[src/rtl/mem_requester_pkg.sv]
// Shared types and constants for the memory requester and the word memory it drives.
package mem_requester_pkg;

   localparam int unsigned MEM_ADDR_SIZE = 5;
   localparam int unsigned MEM_WORD_SIZE = 32;
   localparam int unsigned MEM_LEN_SIZE  = 3;

   localparam logic OP_LOAD  = 1'b0;
   localparam logic OP_STORE = 1'b1;

   typedef enum logic [1:0] {
      StIdle,
      StWrite,
      StRead,
      StResp
   } state_e;

endpackage

[src/rtl/mem_requester_if.sv]
// Request/response channels plus the single-port memory bus of the requester.
interface mem_requester_if
   import mem_requester_pkg::*;
#(
   parameter int unsigned ADDR_SIZE = MEM_ADDR_SIZE,
   parameter int unsigned WORD_SIZE = MEM_WORD_SIZE,
   parameter int unsigned LEN_SIZE  = MEM_LEN_SIZE
);

   logic                 req_valid;
   logic                 req_ready;
   logic                 req_write;
   logic [ADDR_SIZE-1:0] req_addr;
   logic [WORD_SIZE-1:0] req_wdata;
   logic [LEN_SIZE-1:0]  req_len;

   logic                 resp_valid;
   logic                 resp_ready;
   logic [WORD_SIZE-1:0] resp_rdata;
   logic                 resp_last;

   logic [ADDR_SIZE-1:0] mem_addr;
   logic [WORD_SIZE-1:0] mem_wdata;
   logic                 mem_wen;
   logic [WORD_SIZE-1:0] mem_rdata;

   modport master (
      input  req_valid, req_write, req_addr, req_wdata, req_len, resp_ready, mem_rdata,
      output req_ready, resp_valid, resp_rdata, resp_last, mem_addr, mem_wdata, mem_wen
   );

   modport slave (
      output req_valid, req_write, req_addr, req_wdata, req_len, resp_ready, mem_rdata,
      input  req_ready, resp_valid, resp_rdata, resp_last, mem_addr, mem_wdata, mem_wen
   );

endinterface

[src/rtl/mem_requester.sv]
// Sequences load/store requests onto a single-port word memory; all outputs registered.
// Define MEM_REQ_BURST_EN to honour req_len as a multi-word incrementing load burst.
module mem_requester
   import mem_requester_pkg::*;
(
   input logic              clk,
   input logic              rst_n,
   mem_requester_if.master  bus
);

   state_e state_q;

`ifdef MEM_REQ_BURST_EN
   logic [MEM_LEN_SIZE-1:0] cnt_q;
   logic                    last_word;
   assign last_word = (cnt_q == '0);
`else
   logic last_word;
   assign last_word = 1'b1;
`endif

   always_ff @(posedge clk or negedge rst_n) begin
      if (!rst_n) begin
         state_q         <= StIdle;
         bus.req_ready   <= 1'b1;
         bus.resp_valid  <= 1'b0;
         bus.resp_last   <= 1'b0;
         bus.resp_rdata  <= '0;
         bus.mem_addr    <= '0;
         bus.mem_wdata   <= '0;
         bus.mem_wen     <= 1'b0;
`ifdef MEM_REQ_BURST_EN
         cnt_q           <= '0;
`endif
      end else begin
         unique case (state_q)
            StIdle: begin
               if (bus.req_valid && bus.req_ready) begin
                  bus.mem_addr  <= bus.req_addr;
                  bus.mem_wdata <= bus.req_wdata;
                  bus.req_ready <= 1'b0;
`ifdef MEM_REQ_BURST_EN
                  cnt_q         <= bus.req_len;
`endif
                  if (bus.req_write == OP_STORE) begin
                     bus.mem_wen <= 1'b1;
                     state_q     <= StWrite;
                  end else begin
                     state_q     <= StRead;
                  end
               end
            end
            StWrite: begin
               bus.mem_wen   <= 1'b0;
               bus.req_ready <= 1'b1;
               state_q       <= StIdle;
            end
            StRead: begin
               bus.resp_rdata <= bus.mem_rdata;
               bus.resp_last  <= last_word;
               bus.resp_valid <= 1'b1;
               state_q        <= StResp;
            end
            StResp: begin
               if (bus.resp_ready) begin
                  bus.resp_valid <= 1'b0;
                  bus.resp_last  <= 1'b0;
                  if (last_word) begin
                     bus.req_ready <= 1'b1;
                     state_q       <= StIdle;
                  end
`ifdef MEM_REQ_BURST_EN
                  else begin
                     // Address wraps modulo the memory size by plain overflow.
                     cnt_q        <= cnt_q - MEM_LEN_SIZE'(1);
                     bus.mem_addr <= bus.mem_addr + MEM_ADDR_SIZE'(1);
                     state_q      <= StRead;
                  end
`endif
               end
            end
            default: state_q <= StIdle;
         endcase
      end
   end

endmodule

[src/flat_wrapper.sv]
// flat-port wrapper written by rule: the top's interface ports become plain ports
module mem_requester_flat import mem_requester_pkg::*;
  (clk, rst_n, bus_req_valid, bus_req_write, bus_req_addr, bus_req_wdata, bus_req_len, bus_resp_ready, bus_mem_rdata, bus_req_ready, bus_resp_valid, bus_resp_rdata, bus_resp_last, bus_mem_addr, bus_mem_wdata, bus_mem_wen);
  mem_requester_if bus_i ();
  input logic clk;
  input logic rst_n;
  input wire logic [$bits(bus_i.req_valid)-1:0] bus_req_valid;
  input wire logic [$bits(bus_i.req_write)-1:0] bus_req_write;
  input wire logic [$bits(bus_i.req_addr)-1:0] bus_req_addr;
  input wire logic [$bits(bus_i.req_wdata)-1:0] bus_req_wdata;
  input wire logic [$bits(bus_i.req_len)-1:0] bus_req_len;
  input wire logic [$bits(bus_i.resp_ready)-1:0] bus_resp_ready;
  input wire logic [$bits(bus_i.mem_rdata)-1:0] bus_mem_rdata;
  output wire logic [$bits(bus_i.req_ready)-1:0] bus_req_ready;
  output wire logic [$bits(bus_i.resp_valid)-1:0] bus_resp_valid;
  output wire logic [$bits(bus_i.resp_rdata)-1:0] bus_resp_rdata;
  output wire logic [$bits(bus_i.resp_last)-1:0] bus_resp_last;
  output wire logic [$bits(bus_i.mem_addr)-1:0] bus_mem_addr;
  output wire logic [$bits(bus_i.mem_wdata)-1:0] bus_mem_wdata;
  output wire logic [$bits(bus_i.mem_wen)-1:0] bus_mem_wen;
  assign bus_i.req_valid = bus_req_valid;
  assign bus_i.req_write = bus_req_write;
  assign bus_i.req_addr = bus_req_addr;
  assign bus_i.req_wdata = bus_req_wdata;
  assign bus_i.req_len = bus_req_len;
  assign bus_i.resp_ready = bus_resp_ready;
  assign bus_i.mem_rdata = bus_mem_rdata;
  assign bus_req_ready = bus_i.req_ready;
  assign bus_resp_valid = bus_i.resp_valid;
  assign bus_resp_rdata = bus_i.resp_rdata;
  assign bus_resp_last = bus_i.resp_last;
  assign bus_mem_addr = bus_i.mem_addr;
  assign bus_mem_wdata = bus_i.mem_wdata;
  assign bus_mem_wen = bus_i.mem_wen;
  mem_requester u_core (.clk(clk), .rst_n(rst_n), .bus(bus_i));
endmodule
[config.mk]
export PLATFORM = sky130hd
export DESIGN_NAME = mem_requester_flat
export DESIGN_NICKNAME = d
export VERILOG_FILES = /design/src/rtl/mem_requester_pkg.sv /design/src/rtl/mem_requester_if.sv /design/src/rtl/mem_requester.sv /design/src/flat_wrapper.sv
export SDC_FILE = /design/constraint.sdc
export NUM_CORES = 1
export LEC_CHECK = 0
export BUFFER_PORTS_ARGS = -buffer_cell sky130_fd_sc_hd__buf_2
export CORE_MARGIN = 2
export CORE_UTILIZATION = 40
export DETAILED_ROUTE_END_ITERATION = 16
export GPL_TIMING_DRIVEN = 0
export PLACE_DENSITY = 0.73
export SETUP_SLACK_MARGIN = 0.05
export SYNTH_ARGS = -nofsm -noshare
export SYNTH_HDL_FRONTEND = slang
export SYNTH_SLANG_ARGS = --single-unit
[constraint.sdc]
create_clock -name clk -period 1.5 [get_ports clk]
set_input_delay 0.075 -clock clk [delete_from_list [all_inputs] [get_ports clk]]
set_output_delay 0.075 -clock clk [all_outputs]
set_load 0.01 [all_outputs]
==> key figures <==
Critical path
  – Startpoint Class: flop
  – Critical Path End: u_core.bus.mem_wdata[14]
  – Worst R2R Setup Slack: -20 ps
  – Crit-path max FO: 8
  – Crit Path Class: reg -> reg
  – Worst EP arrival: about 1700 ps
  – Worst reg2reg path depth: 5
  – CP Capture Type: flop
  – R2R Path Start: u_core.bus.req_ready
  – Critical Path Source: u_core.bus.req_ready
  – R2R Path End: u_core.bus.mem_wdata[14]
  – CP Data Required Time: between 1500 and 2000 ps

Floorplanning
  – Die area: about 0.0077 sq mm
  – Core Rows: 30
  – Core area: 0.00679 sq mm
  – Die height: between 80 and 90 microns
  – DIE WIDTH: between 80 and 90 microns
  – Io pins: 150
  – Initial Util: 0.412

Power and ir drop
  – PD cells: 789 mW/mm^2
  – Pwr Total: ~3.9 mW
  – Static Leak: approximately 2.7 nW
  – Max rail drop VDD: 0.000487 V

Synthesis
  – Compound-gate portion of the synthesized area: 0.0206
  – Ys Warns: 0
  – Post-synth EDFFs: 0
  – Largest family of logic cells by synthesized area: multiplexers
  – Synth top cells by count: dfrtp_1, mux2_2, buf_4, buf_6
  – Post-Synthesis Cells: about 170
  – Post-synthesis sequential area ratio: 0.662
  – Predominant post-synthesis flop cell: dfrtp_1
  – Syn_nets: around 240
  – Top cell type's share of synthesized area: 0.652
  – Fraction of the mapped netlist area in simple logic gates: 0.0143
  – Ys async rst share: 1.00
  – Mux cell area share after synthesis: 0.277
  – Syn Area/Cell: between 15 and 20 sq um
  – Post-synth cell types: 19
  – Cell type with the highest aggregate area in the netlist: dfrtp_1
  – Count leader, synth: dfrtp_1
  – Post-synthesis adder-cell area fraction: 0
  – Synth Area in XOR/XNOR: 0
  – Largest cells by area after synthesis: dfrtp_1, mux2_2, buf_6, buf_4, dfstp_2
  – Yosys reg bits: 74
  – Mapped cell area: 0.00280 sq mm

Timing
  – Max Slew Vio Count: 0
  – FMAX: 0.658 GHz
  – Actual slew at the worst max-slew pin: a little over 900 ps
  – Final setup fails: 20
  – Setup tns final: -245 ps
  – Hold Violations, Final: 0
  – Post-route clock period utilization: 1.01
  – Setup repair after global routing missed its margin: yes
  – Slew headroom: 0.393
  – Min cycle time layout: approximately 1500 ps
  – Layout Skew: 10.7 ps
  – Post-route setup slack: -19.9 ps

Place
  – HPWL Detailed: between 4000 and 5000 microns
  – IO Port Bufs: 146
  – Placed cell count: between 400 and 500
  – Final GP Congestion: around 0.8

Global route
  – GRT Max-Usage Layer: met2
  – Largest net degree at the start of global routing: 75
  – GRT Total Usage: 0.183
  – M3 GR Usage: 0.0405
  – Gr ovfl total: 0
  – GR Util met1: 0.217
  – Met2 Resource Use GR: 0.320
  – First-pass GRT wire length: 10800 microns
  – Number of global-route vias before repair: 2310
  – Antenna violations before repair: 0

Clock network
  – H-tree depth: 3
  – Root Driver: clkbuf_8
  – Clk slew on worst S/H paths: 70 ps
  – CTS tree: yes
  – CTS max path bufs: 2
  – Clock sink total: 74
  – TritonCTS buffer count: 9
  – Clk_lat worst skew: approximately 330 ps

Outcome
  – Status: finished with violations
  – Failing checks: negative setup slack

Worst hold path
  – Hold crit path type: in -> reg

Finish
  – Final std cells w/o fill: just over 500
  – Final core occ: 0.724
  – ANT cells: 0
  – NumNets Final: 483
  – Area growth from synthesis to layout: 75.6%
  – Ratio of cells with drive above 1 in the final layout: 0.620

Detailed routing
  – Drt via density: around 4.5
  – Vias: approximately 2300
  – Detailed-route DRC error count: 0
  – Routed WL: about 7500 microns
  – WL/cell: 14.9 microns
  – Drt pass-1 iters: 4
  – Routed Antenna Nets: 0
  – Initial DRC count: 65

Flow run
  – Max Cap Viol: 0
worst min path at each step:
stage | from | cells after the start | to | slack [ps]
after detailed placement | rst_n | 1 | u_core.bus.resp_rdata[28] | 270
after global routing | bus_req_write | 3 | u_core.state_q[1] | 40
after CTS | bus_resp_ready | 3 | u_core.bus.resp_valid | 30
after floorplan | rst_n | 0 | u_core.bus.mem_addr[0] | -220
final | bus_resp_ready | 3 | u_core.bus.resp_valid | 40
after global placement | bus_mem_rdata[26] | 2 | u_core.bus.resp_rdata[26] | 310
metal layers:
| metal | part of all wire | wire [microns] |
|---|---|---|
| met1 | 0.42 | 3200 |
| met2 | 0.51 | 3870 |
| met3 | 0.047 | 354 |
| met4 | 0.015 | 112 |
| met5 | 0 | 0 |
registers in the layout (all words and copies together), names as in the netlist:
register and count:
u_core.bus.resp_rdata 32, u_core.bus.req_ready 1, u_core.bus.mem_wen 1, u_core.state_q 2
u_core.bus.mem_addr 5, u_core.bus.resp_valid 1, u_core.bus.mem_wdata 32
stage by stage:
| step | area [sq um] | hold slack [ps] | setup WS, ps |
|---|---|---|---|
| global placement | 3650 | 306 | -331 |
| finish | 4920 | 40.9 | -19.9 |
| detailed placement | 3660 | 273 | -308 |
| global route | 4920 | 44.0 | -63.3 |
| CTS | 4650 | 26.8 | -50.5 |
| floorplan | 2800 | -221 | -137 |
final cells by class:
cell class / count / area (sq um)
Clock buffer: 12 / 135
Timing Repair Buffer: 229 / 1630
Clock inverter: 3 / 65.1
Sequential cell: 74 / 1850
Multi-Input combinational cell: 83 / 1010
Inverter: 1 / 3.75
Buffer: 8 / 98.8
Fill cell: 446 / 1880
Tap cell: 96 / 120
placed cells by master, fill, tap and decap left out, types with 2 or more instances in the layout:
cell type,Yosys,routed
bufinv_16,0,2
dfrtp_1,73,72
dlygate4sd3_1,0,70
clkbuf_8,0,9
buf_8,0,3
clkbuf_16,0,3
buf_6,3,6
buf_4,4,7
a21oi_1,2,2
buf_2,0,145
mux2_4,0,33
clkbuf_1,0,3
buf_12,0,3
mux2_2,69,36
worst max-delay path, stage by stage, from the launching register on:
cell,delay [ps]
dfstp_2,560
nand2_4,60
nor3_4,150
buf_12,180
clkbuf_16,160
mux2_4,300
cell families (layout without fill, tap and decap cells):
| group | count (synthesis) | count (layout) |
|---|---|---|
| muxes | 69 | 69 |
| AOI/OAI and AO/OA | 8 | 8 |
| DFF | 74 | 74 |
| buffers and inverters | 9 | 253 |
| and+or+nand+nor | 6 | 6 |
power by group:
part | switching [mW] | internal (mW)
clock | 0.675 | 0.928
combinational | 0.0931 | 0.188
sequential | 0 | 1.99
repair_timing:
| item | in CTS | in global routing |
|---|---|---|
| setup buffers | 6 | 2 |
| hold buffers | 70 | 0 |
| endpoints found under the hold margin | 142 | 0 |
| cloned | 0 | 5 |
| gates resized for setup | 14 | 44 |
| pin swaps | 2 | 2 |
| endpoints found under the setup margin | 66 | 64 |
Power figures use the tool's default switching activity.
